<file path="config.mk">
export PLATFORM = sky130hd
export DESIGN_NAME = signal_conflict_monitor
export DESIGN_NICKNAME = d
export VERILOG_FILES = /design/src/rtl/signal_conflict_monitor.sv
export SDC_FILE = /design/constraint.sdc
export NUM_CORES = 1
export LEC_CHECK = 0
export CORE_MARGIN = 2
export CORE_UTILIZATION = 50
export CTS_CLUSTER_DIAMETER = 100
export CTS_CLUSTER_SIZE = 10
export DETAILED_ROUTE_END_ITERATION = 12
export GPL_TIMING_DRIVEN = 0
export PLACE_DENSITY = 0.77
export SYNTH_ARGS = -nofsm -noshare
export SYNTH_HDL_FRONTEND = slang
export SYNTH_SLANG_ARGS = --single-unit
</file>
<file path="constraint.sdc">
create_clock -name CLK -period 2.2 [get_ports CLK]
set_input_delay 0.44 -clock CLK [delete_from_list [all_inputs] [get_ports CLK]]
set_output_delay 0.44 -clock CLK [all_outputs]
set_load 0.03 [all_outputs]
</file>
<file path="src/rtl/signal_conflict_monitor.sv">
// Field-side safety monitor for the intersection lamp bus: samples the 16 lamp drives, flags
// conflicting greens, illegal lamp combinations, short greens and a frozen controller.
module signal_conflict_monitor #(
  parameter int START_HOLD = 4,
  parameter int BLANK_TOL  = 2,
  parameter int MIN_GREEN  = 8,
  parameter int MAX_STUCK  = 64,
  parameter int FLASH_DIV  = 4
) (
  input  logic       CLK,
  input  logic       RESET,
  input  logic       ENABLE,
  input  logic       CLEAR,
  input  logic       GA,
  input  logic       YA,
  input  logic       RA,
  input  logic       LA,
  input  logic       GB,
  input  logic       YB,
  input  logic       RB,
  input  logic       LB,
  input  logic       GC,
  input  logic       YC,
  input  logic       RC,
  input  logic       LC,
  input  logic       RL,
  input  logic       GL,
  input  logic       RR,
  input  logic       GR,
  output logic       FAULT,
  output logic [2:0] FAULT_CODE,
  output logic       FLASH_R,
  output logic       ACTIVE
);

  localparam int HW = (START_HOLD > 0) ? $clog2(START_HOLD + 1) : 1;
  localparam int BW = (BLANK_TOL > 0) ? $clog2(BLANK_TOL + 1) : 1;
  localparam int GW = (MIN_GREEN > 0) ? $clog2(MIN_GREEN + 1) : 1;
  localparam int SW = (MAX_STUCK > 0) ? $clog2(MAX_STUCK + 1) : 1;
  localparam int FW = (FLASH_DIV > 0) ? $clog2(FLASH_DIV + 1) : 1;

  localparam logic [HW-1:0] HOLD_LAST  = HW'((START_HOLD > 0) ? START_HOLD - 1 : 0);
  localparam logic [BW-1:0] BLANK_MAX  = BW'(BLANK_TOL);
  localparam logic [GW-1:0] GREEN_MAX  = GW'(MIN_GREEN);
  localparam logic [SW-1:0] STUCK_MAX  = SW'(MAX_STUCK);
  localparam logic [FW-1:0] FLASH_LAST = FW'((FLASH_DIV > 0) ? FLASH_DIV - 1 : 0);

  typedef enum logic [1:0] {ST_STARTUP, ST_MONITOR, ST_FAULT} state_t;

  state_t             state_q, state_d;
  logic [15:0]        s_q, s_d, p_q, p_d;
  logic [HW-1:0]      hold_cnt_q, hold_cnt_d;
  logic [BW-1:0]      blank_cnt_q, blank_cnt_d;
  logic [2:0][GW-1:0] green_cnt_q, green_cnt_d;
  logic [SW-1:0]      stuck_cnt_q, stuck_cnt_d;
  logic [FW-1:0]      flash_cnt_q, flash_cnt_d;
  logic               fault_q, fault_d, flash_q, flash_d, active_q, active_d;
  logic [2:0]         code_q, code_d;

  logic [15:0] lamps;
  logic [2:0]  green_now, green_prev, short_cnt;
  logic        conflict, violation, integ_trip, short_trip, stuck_trip, any_trip;
  logic [2:0]  trip_code;

  function automatic logic one_hot3(input logic g, input logic y, input logic r);
    return (g | y | r) & ~(g & y) & ~(g & r) & ~(y & r);
  endfunction

  assign lamps = {GA, YA, RA, LA, GB, YB, RB, LB, GC, YC, RC, LC, RL, GL, RR, GR};

  // Check logic looks only at the registered samples S (s_q) and P (p_q)
  always_comb begin
    conflict   = ((s_q[15] | s_q[14]) & (s_q[11] | s_q[10] | s_q[7] | s_q[6]))
               | (s_q[2] & (s_q[15] | s_q[11]))
               | (s_q[0] & (s_q[11] | s_q[7]));
    violation  = ~one_hot3(s_q[15], s_q[14], s_q[13]) | ~one_hot3(s_q[11], s_q[10], s_q[9])
               | ~one_hot3(s_q[7], s_q[6], s_q[5]) | (s_q[3] == s_q[2]) | (s_q[1] == s_q[0]);
    integ_trip = violation && (blank_cnt_q >= BLANK_MAX);
    green_now  = {s_q[15], s_q[11], s_q[7]};
    green_prev = {p_q[15], p_q[11], p_q[7]};
    short_cnt  = '0;
    for (int i = 0; i < 3; i++) short_cnt[i] = (green_cnt_q[i] < GREEN_MAX);
    short_trip = |(green_prev & ~green_now & short_cnt);
    stuck_trip = (MAX_STUCK != 0) && (stuck_cnt_q == STUCK_MAX);
    any_trip   = conflict | integ_trip | short_trip | stuck_trip;
    if (conflict)        trip_code = 3'd1;
    else if (integ_trip) trip_code = 3'd2;
    else if (short_trip) trip_code = 3'd3;
    else                 trip_code = 3'd4;
  end

  always_comb begin
    state_d     = state_q;
    s_d         = s_q;
    p_d         = p_q;
    hold_cnt_d  = hold_cnt_q;
    blank_cnt_d = blank_cnt_q;
    green_cnt_d = green_cnt_q;
    stuck_cnt_d = stuck_cnt_q;
    flash_cnt_d = flash_cnt_q;
    fault_d     = fault_q;
    flash_d     = flash_q;
    active_d    = active_q;
    code_d      = code_q;

    // The flasher keeps running in FAULT even while the monitor is frozen
    if (state_q == ST_FAULT) begin
      if (flash_cnt_q == FLASH_LAST) begin
        flash_d     = ~flash_q;
        flash_cnt_d = '0;
      end else begin
        flash_cnt_d = flash_cnt_q + 1'b1;
      end
    end

    if (!ENABLE) begin
      s_d         = lamps;
      p_d         = s_q;
      blank_cnt_d = !violation ? '0 : (blank_cnt_q == BLANK_MAX) ? blank_cnt_q : blank_cnt_q + 1'b1;
      stuck_cnt_d = (s_q != p_q) ? '0 : (stuck_cnt_q == STUCK_MAX) ? stuck_cnt_q : stuck_cnt_q + 1'b1;
      for (int i = 0; i < 3; i++) begin
        green_cnt_d[i] = !green_now[i] ? '0 :
                         (green_cnt_q[i] == GREEN_MAX) ? green_cnt_q[i] : green_cnt_q[i] + 1'b1;
      end

      case (state_q)
        ST_STARTUP: begin
          if (hold_cnt_q >= HOLD_LAST) begin
            state_d  = ST_MONITOR;
            active_d = 1'b1;
          end else begin
            hold_cnt_d = hold_cnt_q + 1'b1;
          end
        end
        ST_MONITOR: begin
          if (any_trip) begin
            state_d     = ST_FAULT;
            fault_d     = 1'b1;
            code_d      = trip_code;
            flash_d     = 1'b1;
            flash_cnt_d = '0;
            active_d    = 1'b0;
          end
        end
        default: begin
          if (CLEAR) begin
            state_d     = ST_STARTUP;
            hold_cnt_d  = '0;
            blank_cnt_d = '0;
            green_cnt_d = '0;
            stuck_cnt_d = '0;
            flash_cnt_d = '0;
            fault_d     = 1'b0;
            flash_d     = 1'b0;
            active_d    = 1'b0;
            code_d      = 3'd0;
          end
        end
      endcase
    end
  end

  always_ff @(posedge CLK or posedge RESET) begin
    if (RESET) begin
      state_q     <= ST_STARTUP;
      s_q         <= '0;
      p_q         <= '0;
      hold_cnt_q  <= '0;
      blank_cnt_q <= '0;
      green_cnt_q <= '0;
      stuck_cnt_q <= '0;
      flash_cnt_q <= '0;
      fault_q     <= 1'b0;
      flash_q     <= 1'b0;
      active_q    <= 1'b0;
      code_q      <= 3'd0;
    end else begin
      state_q     <= state_d;
      s_q         <= s_d;
      p_q         <= p_d;
      hold_cnt_q  <= hold_cnt_d;
      blank_cnt_q <= blank_cnt_d;
      green_cnt_q <= green_cnt_d;
      stuck_cnt_q <= stuck_cnt_d;
      flash_cnt_q <= flash_cnt_d;
      fault_q     <= fault_d;
      flash_q     <= flash_d;
      active_q    <= active_d;
      code_q      <= code_d;
    end
  end

  assign FAULT      = fault_q;
  assign FAULT_CODE = code_q;
  assign FLASH_R    = flash_q;
  assign ACTIVE     = active_q;

endmodule

</file>
Word-level counts from Yosys, hierarchy flattened
Cells that the tools add are included.

Output and inout port bits: 6. Bits in registers: 67. Logic and storage cells: 155. Input port bits: 20.

$add $sub $neg: 7. Eq/ne operators: 14. Muxes and demuxes: 46. Bitwise operators: 59. Order comparisons: 5. Reductions and logical operators: 10.

Operators with widths (count): $mux W3 (11); $mux W7 (4); $mux W12 (2); $mux W4 (6); $and A1 B1 Y1 (21); $or A1 B1 Y1 (19); $pmux W3 S2 (3); $ne A16 B16 Y1 (1); $not A1 Y1 (16); $mux W2 (7); $add A4 B1 Y4 const B (3); $eq A4 B4 Y1 const B (3); $lt A4 B4 Y1 const B (3); $reduce_and A4 Y1 (3); $mux W1 (9); $add A7 B1 Y7 const B (1); $eq A7 B7 Y1 const B (1); $add A3 B1 Y3 const B (2); $and A3 B3 Y3 (2); $ne A2 B2 Y1 const B (3); $pmux W1 S2 (3); $eq A2 B2 Y1 const B (2); $pmux W2 S2 (1); $reduce_bool A2 Y1 (2); 12 further kinds (13).

Depth between registers and ports, before layout
Gate-level depths: netlist of run 1.

Word-level depth: 17. Gate-level depth with buffers: 8. Mapped depth without buffers: 8.

Worst setup path before layout of run 1
No wires, ideal clock.

Path kind: register -> register. From: reg s_q[11]. To: reg stuck_cnt_q[0]. Arrival time: 2.190 ns. Setup time: 0.079 ns. Path buffers: 1. Clock period less this slack: 2.269 ns. Stages on the path, launching flop included: 9. Data required time: 2.121 ns. Path slack: -0.069 ns. Cell sequence: dfrtp_1 clkbuf_1 inv_1 ha_1 nand4_1 or4_4 or2_4 or3b_1 mux2i_1.

Longest elaborated chain between the ends: 4.

Ends and longest elaborated chain: start, declared (line 51) `logic [15:0] s_q, s_d, p_q, p_d;`; start signal, assigned (line 166) `s_q <= '0;`; start signal, assigned (line 179) `s_q <= s_d;`; $ne A16 B16 Y1 * (line 120) `stuck_cnt_d = (s_q != p_q) ? '0 : (stuck_cnt_q == STUCK_MAX) ? stuck_cnt_q : stuck_cnt_q + 1'b1;`; $mux W7 * (line 120); $mux W7 (line 146) `if (CLEAR) begin`; $mux W7 * (line 126) `case (state_q)`; end signal, assigned (line 184) `stuck_cnt_q <= stuck_cnt_d;`; end, declared (line 55) `logic [SW-1:0] stuck_cnt_q, stuck_cnt_d;`.

Mark *: on every way between the ends. The rest lies on a longest branch, timed or not. A chain may end at the register's enable or synchronous reset.

Final worst setup path of run 1
Same ends and word-level chain as after synthesis.

==> results of run 1 <==
## Yosys cell counts (2+ instances only)
library cell / n
nor3_1: 7
nand2_1: 20
xnor2_1: 8
o21ai_0: 29
nand4_1: 6
nor4_1: 3
a21o_1: 5
inv_1: 24
ha_1: 16
nor2b_1: 5
xor2_1: 13
o31ai_1: 6
mux2_2: 29
dfrtp_1: 66
a32o_1: 3
mux2i_1: 3
buf_2: 2
a21oi_1: 3
o41ai_1: 2
nand3_1: 8
nand2b_1: 5
clkbuf_1: 10
and3_1: 3
nor2_1: 23
nand3b_1: 2
a22oi_1: 2
## worst paths after layout
check / start / endpoint / slack, ps / cells past startpoint
setup / recovery: s_q[11] / stuck_cnt_q[0] / -30 / 8
hold / removal: RESET / green_cnt_q[4] / 450 / 2
setup reg to reg: s_q[11] / stuck_cnt_q[0] / -30 / 8
hold reg to reg: FAULT / FAULT / 490 / 1
max in group asynchronous: RESET / stuck_cnt_q[4] / 1120 / 3
min in group CLK: FAULT / FAULT / 490 / 1
## final cells by class
cell class | count | area [sq um]
Inverter | 24 | 92.6
Buffer | 12 | 73.8
Clock buffer | 10 | 138
Sequential cell | 66 | 1650
Tap cell | 77 | 96.3
Timing Repair Buffer | 34 | 330
Multi-Input combinational cell | 220 | 1660
Fill cell | 519 | 2310
Clock inverter | 5 | 103
## per-layer routing
layer / part of all wire, % / wire length, um / track usage (%) / vias to the layer above
li1: - / - / - / 1211
met1: 44 / 2980 / 25.8 / 1231
met2: 50 / 3450 / 35.1 / 49
met3: 3.2 / 219 / 4.19 / 16
met4: 2.8 / 194 / 10.5 / 0
met5: 0 / 0 / 0 / -
## state kept, by name, indices dropped and copies added (netlist names)
signal / count
ACTIVE: 1
FAULT: 1
FAULT_CODE: 3
FLASH_R: 1
blank_cnt_q: 2
flash_cnt_q: 3
green_cnt_q: 12
hold_cnt_q: 3
p_q: 16
s_q: 16
state_q: 1
stuck_cnt_q: 7
## worst register-to-register path: stages (launching register included)
cell      delay (ps)
dfrtp_1          370
clkbuf_8         150
inv_4             40
ha_4             250
nand4_1           90
or4_4            450
or2_4            250
or3b_4           390
mux2i_1          150
## what timing repair did
| action | 4_1_cts | 5_1_grt |
|---|---|---|
| endpoints found under the hold margin | 0 | 0 |
| gates resized for setup | 15 | 15 |
| buffers inserted | 6 | 2 |
| setup endpoints to repair | 10 | 48 |
| pin swaps | 5 | 7 |
## stage by stage
stage | setup TNS, ps | hold WS [ps]
3_3_place_gp | -79410 | 464
2_1_floorplan | 0 | 453
4_1_cts | -502 | 456
5_1_grt | -285 | 505
3_5_place_dp | -11680 | 472
6_report | -47.7 | 450
## power breakdown
group	switching [W]	internal [W]	total, W	leakage [nW]
logic	0.000557	0.000505	0.00106	0.863
registers	0.000191	0.00142	0.00161	0.828
clock network	0.000462	0.000775	0.00124	0.118
total	0.00121	0.00270	0.00391	1.81
## kinds of logic after synthesis
logic type	share of synthesized area [%]
buffers and inverters	4.07
and+or+nand+nor	13.8
muxes	10.5
adders and majority gates	5.92
xor gates and xnor gates	5.44
AOI/OAI and AO/OA	11.4
DFF	48.9
==> flow_summary.json, run 1 <==
{
  "start_kind": "flop",
  "io_pins": 26,
  "cp.arrival_ps": 2490,
  "critPathRequiredTime_ps": 2460,
  "crit_buf_inv": 2,
  "std_cell_rows": 29,
  "drtIter0Drc": 135,
  "antenna_cells": 0,
  "routed_via_density": 5.60,
  "synth_warnings": 0,
  "ys_seq_area_share_pct": 48.9,
  "period_share_pct": 101,
  "hp-class": "primary input to asynchronous set/reset pin",
  "crit_chain": "clkbuf_8 > inv_4 > ha_4 > nand4_1 > or4_4 > or2_4 > or3b_4 > mux2i_1",
  "grtUsageTotal_pct": 20.9,
  "grt_pass1_wl_um": 12000,
  "die_y_um": 86.2,
  "dpl.cell_count": 425,
  "drtAntennaViolNets": 0,
  "fin_cells": 448,
  "critPathMaxFanout": 3,
  "drive_gt1_share_pct": 20.5,
  "clk_pin_slew_ps": 80,
  "layout_common_cells": "dfrtp_1 (66), mux2_2 (29), o21ai_0 (27)",
  "cts_sinks": 66,
  "cts-hold-fix-buffers": 0,
  "place_ws_ps": -446,
  "htree_levels": 3,
  "cp_slowest_cell": "or4_4",
  "grt_pass1_vias": 2600,
  "fin_nets": 403,
  "finalSetupViolations": 3,
  "status": "complete, but fails checks",
  "cts_buffer_depth": 2,
  "max_cap_viol_count": 0,
  "ys_seq_elements": 66,
  "dieWidth_um": 86.2,
  "yosysUniqueCellTypes": 45,
  "slew_violations": 0,
  "worst_pin_slew_ps": 592,
  "yosys.area.top_type": "dfrtp_1",
  "syn_avg_cell_area_sq_um": 10.5,
  "fp.coreArea_sq_um": 6460,
  "path_delay_family": "simple AND/OR/NAND/NOR gates",
  "synth_top_area_share_pct": 48.9,
  "dpl_cell_area_sq_um": 3750,
  "synth_area_leaders": "dfrtp_1 (49%), mux2_2 (9.7%), ha_1 (5.9%), o21ai_0 (4.3%), xor2_1 (3.4%)",
  "worst_slack_ps": -30.0,
  "stdcell_area_sq_um": 4140,
  "dieArea_sq_um": 7440,
  "finalCriticalPeriod_ps": 2230,
  "cts_tree": "yes",
  "violations": "setup timing",
  "critPathMaxStageDelay_ps": 450,
  "wl_per_cell_um": 15.3,
  "dr_total_vias": 2507,
  "synth_top_flop_cell": "dfrtp_1",
  "fmax_mhz": 448,
  "synth-async-reset-ratio_pct": 100,
  "final_core_util_pct": 64.2,
  "drt-total-wl_um": 6840,
  "synth_nets": 358,
  "first_pass_iters": 4,
  "io_buffers": 25,
  "cts_root_buf": "clkbuf_8",
  "finalHoldViolCount": 0,
  "finClkSkew_ps": 11.8,
  "area_delta_synth_final_pct": 22.6,
  "globalRoute.totalOverflow": 0,
  "end_kind": "flop",
  "ir_worst_vdd_mv": 0.601,
  "slew_headroom_pct": 60.0,
  "critPathKind": "flop to flop",
  "syn_inst": 322,
  "p_leak_nw": 1.81,
  "finalPower_w": 0.00391,
  "hpwl_um": 4570,
  "p_per_area_nw_per_um2": 943,
  "rsz0062_at_grt": "true",
  "finalWeightedCongestion": 0.788,
  "syn_area_sq_um": 3380,
  "layout_commonest_cell": "dfrtp_1",
  "grt_start_max_net_pins": 44,
  "drc": 0,
  "antenna_found_initial": 0,
  "synth-edff-count": 0,
  "cts_buffers": 9,
  "clock_latency_ps": 350,
  "start_util_pct": 52.3
}
No activity file was read; power rests on OpenSTA's default activity.
==> run 2, diff against run 1 <==
--- a/config.mk
+++ b/config.mk
@@ -5,13 +5,16 @@
 export SDC_FILE = /design/constraint.sdc
 export NUM_CORES = 1
 export LEC_CHECK = 0
+export CELL_PAD_IN_SITES_DETAIL_PLACEMENT = 0
+export CELL_PAD_IN_SITES_GLOBAL_PLACEMENT = 1
 export CORE_MARGIN = 2
-export CORE_UTILIZATION = 50
+export CORE_UTILIZATION = 43
+export CTS_BUF_LIST = sky130_fd_sc_hd__clkbuf_8
 export CTS_CLUSTER_DIAMETER = 100
 export CTS_CLUSTER_SIZE = 10
 export DETAILED_ROUTE_END_ITERATION = 12
 export GPL_TIMING_DRIVEN = 0
-export PLACE_DENSITY = 0.77
+export PLACE_DENSITY = 0.82
 export SYNTH_ARGS = -nofsm -noshare
 export SYNTH_HDL_FRONTEND = slang
 export SYNTH_SLANG_ARGS = --single-unit
==> run 2 against run 1 <==
The flow still finishes with violations (setup timing). Global-route usage fell by 4.0 points. Via count shrank 0.56%. Worst setup slack gained 23 ps. Critical path depth did not move. Power fell by 8.5%. First-iteration DRC count fell by 19%. Highest routed layer unchanged.
==> flow_summary.json, run 2 (same netlist as run 1, synthesis figures left out) <==
{
  "p_leak_nw": 1.80,
  "crit_chain": "clkbuf_8 > inv_4 > ha_4 > nand4_1 > or4_4 > or2_4 > or3b_4 > mux2i_1",
  "finClkSkew_ps": 12.3,
  "critPathMaxFanout": 3,
  "fin_nets": 407,
  "drc": 0,
  "wl_per_cell_um": 13.6,
  "hpwl_um": 4430,
  "max_cap_viol_count": 0,
  "layout_common_cells": "dfrtp_1 (66), mux2_2 (29), o21ai_0 (27)",
  "route.met3.wl_um": 199,
  "io_buffers": 25,
  "r2r-end": "stuck_cnt_q[0]",
  "fp.coreArea_sq_um": 7690,
  "status": "complete, but fails checks",
  "dieArea_sq_um": 8590,
  "route.top_layer_used": "met4",
  "antenna_found_initial": 0,
  "cts_buffers": 9,
  "whs_ps": 501,
  "ir_worst_vdd_mv": 0.441,
  "reg.largest.list": "p_q: 16 flops, s_q: 16 flops, green_cnt_q: 12 flops",
  "finalCriticalPeriod_ps": 2210,
  "drt-total-wl_um": 6500,
  "finalPower_w": 0.00358,
  "routed_via_density": 5.22,
  "clock_latency_ps": 360,
  "dpl.cell_count": 449,
  "globalRoute.totalOverflow": 0,
  "htree_levels": 3,
  "grt_start_max_net_pins": 67,
  "cts-hold-fix-buffers": 0,
  "dieWidth_um": 92.7,
  "cts_root_buf": "clkbuf_8",
  "finalHoldViolCount": 0,
  "hp-class": "flop to flop",
  "critPathRequiredTime_ps": 2480,
  "finalWeightedCongestion": 0.753,
  "cts_buffer_depth": 2,
  "r2r_start": "s_q[11]",
  "first_pass_iters": 5,
  "dr_total_vias": 2493,
  "worst_slack_ps": -7.25,
  "min_to": "FAULT",
  "slew_headroom_pct": 46.3,
  "p_per_area_nw_per_um2": 865,
  "end_kind": "flop",
  "finalSetupViolations": 1,
  "die_y_um": 92.7,
  "grt_pass1_wl_um": 11300,
  "cp_slowest_cell": "or4_4",
  "reg2reg_depth": 8,
  "dpl_cell_area_sq_um": 3760,
  "area_delta_synth_final_pct": 22.3,
  "rsz0062_at_grt": "true",
  "drtAntennaViolNets": 0,
  "io_pins": 26,
  "place_ws_ps": -473,
  "r2r_setup_slack_ps": -7,
  "violations": "setup timing",
  "stdcell_area_sq_um": 4130,
  "period_share_pct": 100,
  "start_util_pct": 44.0,
  "routed-wl-met2_um": 3090,
  "cts_sinks": 66,
  "std_cell_rows": 32,
  "cp.arrival_ps": 2490,
  "drtIter0Drc": 109,
  "hold_depth": 1,
  "critPathKind": "flop to flop",
  "grt_pass1_vias": 2367,
  "fmax_mhz": 453,
  "critPathMaxStageDelay_ps": 450,
  "worst_pin_slew_ps": 806,
  "min_from": "FAULT",
  "slew_violations": 0,
  "clk_pin_slew_ps": 90,
  "drive_gt1_share_pct": 21.5,
  "drt-met1-wl_um": 3040,
  "grtUsageTotal_pct": 17.0,
  "start_kind": "flop",
  "cts_tree": "yes",
  "fin_cells": 478,
  "layout_commonest_cell": "dfrtp_1",
  "antenna_cells": 0
}
[run 2: cell count changes in the layout (fill, tap and decap cells not counted), moves of 2 or more]
cell	delta
buf_4	+5
bufinv_16	-3
clkinv_4	+2
inv_6	+2
[run 2: per-stage QoR]
step	TNS, ps	utilization (%)
finish	-7.25	53.8
global route	-424	53.8
CTS	-346	52.9
detailed placement	-13560	48.9
global placement	-88000	48.9
floorplan	0	-
[run 2: worst max path at each step]
stage                  from        endpoint  slack [ps]  depth (start not counted)
floorplan           s_q[11]  stuck_cnt_q[0]          20                          8
global placement      RESET          s_q[8]       -1140                          2
detailed placement    CLEAR  stuck_cnt_q[1]        -470                          7
CTS                 s_q[11]  stuck_cnt_q[0]        -130                          8
global route        s_q[11]  stuck_cnt_q[1]         -80                          8
finish              s_q[11]  stuck_cnt_q[0]          -7                          8
[run 2: per-layer routing]
metal,up-vias,GRT usage (%)
li1,1231,-
met1,1210,22.1
met2,39,26.8
met3,13,3.25
met4,0,9.19
met5,-,0
[run 2: repair_timing]
item | CTS | global route
pin swaps | 8 | 7
buffers inserted | 8 | 5
setup endpoints to repair | 11 | 20
endpoints found under the hold margin | 0 | 0
gates resized for setup | 18 | 11
[run 2: power by group]
part,switching [W],internal (W)
Sequential,0.000188,0.00142
Combinational,0.000527,0.000508
Clock,0.000520,0.000416
Total,0.00124,0.00234
[run 2: worst max-delay path, delay by kind of cell (launching register included)]
family        cells  cell delay (ps)
flops             1              370
buf+inv           2              170
fa+ha+maj         1              240
simple gates      4             1200
mux               1              140
[run 2: cell type report]
class | count | area (sq um)
Timing Repair Buffer | 38 | 348
Sequential cell | 66 | 1650
Inverter | 24 | 95.1
Clock inverter | 7 | 52.6
Fill cell | 715 | 3550
Clock buffer | 9 | 124
Multi-Input combinational cell | 220 | 1660
Tap cell | 102 | 128
Buffer | 12 | 73.8
==> run 3, diff against run 2 <==
--- a/config.mk
+++ b/config.mk
@@ -13,7 +13,6 @@
 export CTS_CLUSTER_DIAMETER = 100
 export CTS_CLUSTER_SIZE = 10
 export DETAILED_ROUTE_END_ITERATION = 12
-export GPL_TIMING_DRIVEN = 0
 export PLACE_DENSITY = 0.82
 export SYNTH_ARGS = -nofsm -noshare
 export SYNTH_HDL_FRONTEND = slang
==> run 3 against run 2 <==
The run now ends clean. Global-route usage decreased by 0.58 points. Final cell count unchanged. Utilization about the same. Wire length down 2.4%. Maximum frequency is 1.1% higher. Register-to-register slack improved by 20 ps. Final area is essentially flat. Worst setup slack improved by 25 ps. Flip-flop and latch count is the same. Clock-buffer cell count grew 3. Non-clock buffer count unchanged.
==> flow_summary.json, run 3 (same netlist as run 1, synthesis figures left out) <==
{
  "io_pins": 26,
  "first_pass_iters": 4,
  "drt-total-wl_um": 6350,
  "grt_pass1_vias": 2448,
  "crit_buf_inv": 0,
  "drtIter0Drc": 142,
  "critPathRequiredTime_ps": 2460,
  "min_to": "FAULT",
  "ir_worst_vdd_mv": 0.416,
  "cts_root_buf": "clkbuf_8",
  "dpl_cell_area_sq_um": 3870,
  "worst_pin_slew_ps": 466,
  "die_y_um": 92.7,
  "p_per_area_nw_per_um2": 865,
  "fmax_mhz": 458,
  "hp-class": "flop to flop",
  "max_cap_viol_count": 0,
  "io_buffers": 25,
  "finalCriticalPeriod_ps": 2180,
  "finalSetupViolations": 0,
  "antenna_found_initial": 0,
  "status": "complete, no violations",
  "path_delay_family": "simple AND/OR/NAND/NOR gates",
  "period_share_pct": 99.2,
  "grt_pass1_wl_um": 11000,
  "routed_via_density": 5.18,
  "stdcell_area_sq_um": 4130,
  "final_core_util_pct": 53.7,
  "dr_total_vias": 2474,
  "min_from": "FAULT",
  "reg.largest.list": "p_q: 16 flops, s_q: 16 flops, green_cnt_q: 12 flops",
  "p_leak_nw": 1.84,
  "dieWidth_um": 92.7,
  "clk_pin_slew_ps": 70,
  "dieArea_sq_um": 8590,
  "hpwl_um": 4420,
  "rsz0062_at_grt": "true",
  "critPathMaxStageDelay_ps": 570,
  "cp_slowest_cell": "or4_4",
  "drc": 0,
  "grtUsageTotal_pct": 16.4,
  "layout_common_cells": "dfrtp_1 (64), o21ai_0 (29), mux2_2 (29)",
  "grt_start_max_net_pins": 67,
  "cts_tree": "yes",
  "std_cell_rows": 32,
  "fp.coreArea_sq_um": 7690,
  "whs_ps": 483,
  "finalPower_w": 0.00358,
  "reg2reg_depth": 6,
  "start_kind": "flop",
  "finClkSkew_ps": 8.69,
  "slew_headroom_pct": 68.5,
  "nFillCells": 679,
  "fin_nets": 407,
  "finalHoldViolCount": 0,
  "critPathMaxFanout": 5,
  "globalRoute.totalOverflow": 0,
  "finalWeightedCongestion": 0.787,
  "area_delta_synth_final_pct": 22.2,
  "antenna_cells": 0,
  "wl_per_cell_um": 13.3,
  "cts_buffers": 9,
  "start_util_pct": 44.0,
  "end_kind": "flop",
  "crit_chain": "xnor2_2 > nand4_1 > or4_4 > or2_4 > or3b_4 > o22ai_1",
  "drtAntennaViolNets": 0,
  "cp.arrival_ps": 2440,
  "cts_sinks": 66,
  "cts_buffer_depth": 2,
  "htree_levels": 3,
  "hold_depth": 1,
  "r2r_setup_slack_ps": 20,
  "r2r-end": "stuck_cnt_q[1]",
  "layout_commonest_cell": "dfrtp_1",
  "critPathKind": "flop to flop",
  "r2r_start": "s_q[9]",
  "slew_violations": 0,
  "drive_gt1_share_pct": 21.8,
  "cts-hold-fix-buffers": 0,
  "clock_latency_ps": 340
}
-- run 3: cell count changes in the layout (fill, tap and decap cells not counted), sizes merged --
cell | previous run | this run
buf | 15 | 26
clkbuf | 19 | 12
clkinv | 4 | 2
clkdlybuf4s50 | 25 | 24
clkinvlp | 1 | 0
-- run 3: area by class of cell --
| cell class | count | area (sq um) | area share [%] |
|---|---|---|---|
| repair buffers | 50 | 445 | 10.8 |
| inverters | 24 | 90.1 | 2.18 |
| well taps | 102 | 128 | 3.09 |
| clock buffers | 12 | 165 | 4.00 |
| clock inverters | 4 | 17.5 | 0.424 |
| multi-input cells | 220 | 1630 | 39.5 |
| flip-flops and latches | 66 | 1650 | 40.0 |
-- run 3: power breakdown --
group	leakage [nW]	internal, W	switching, W
clock	0.105	0.000490	0.000445
combinational	0.911	0.000514	0.000525
sequential	0.826	0.00142	0.000181
total	1.84	0.00242	0.00115
-- run 3: worst max-delay path by stage --
stage / from / to / slack (ps) / cells after the start
finish: s_q[9] / stuck_cnt_q[1] / 20 / 6
global route: s_q[9] / stuck_cnt_q[2] / -90 / 6
CTS: s_q[5] / stuck_cnt_q[1] / 2 / 6
detailed placement: CLEAR / stuck_cnt_q[1] / -230 / 7
global placement: CLEAR / stuck_cnt_q[0] / -200 / 7
floorplan: s_q[11] / stuck_cnt_q[0] / 20 / 8
-- run 3: timing repair --
item / in CTS / in global routing
endpoints found under the setup margin: 3 / 11
buffers inserted: 3 / 2
endpoints found under the hold margin: 0 / 0
gates resized for setup: 0 / 10
pin swaps: 0 / 3
-- run 3: layer usage --
metal  track usage [%]  wire length, um
met2              26.5             3040
met1              21.0             2960
met4              8.95              177
met5                 0                0
met3              2.85              175
-- run 3: metrics by stage --
stage,std cells,TNS [ps],setup slack (ps)
2_1_floorplan,322,0,22.9
3_3_place_gp,457,-842,-204
3_5_place_dp,457,-903,-226
4_1_cts,476,0,1.61
5_1_grt,478,-422,-88.8
6_report,478,0,17.7
-- run 3: worst reg2reg max path, delay by kind of cell, from the launching register on --
kind	cells	cell delay (ps)
AO/OA/AOI/OAI	1	140
AND/OR/NAND/NOR	4	1390
flip-flops	1	450
XOR/XNOR	1	140
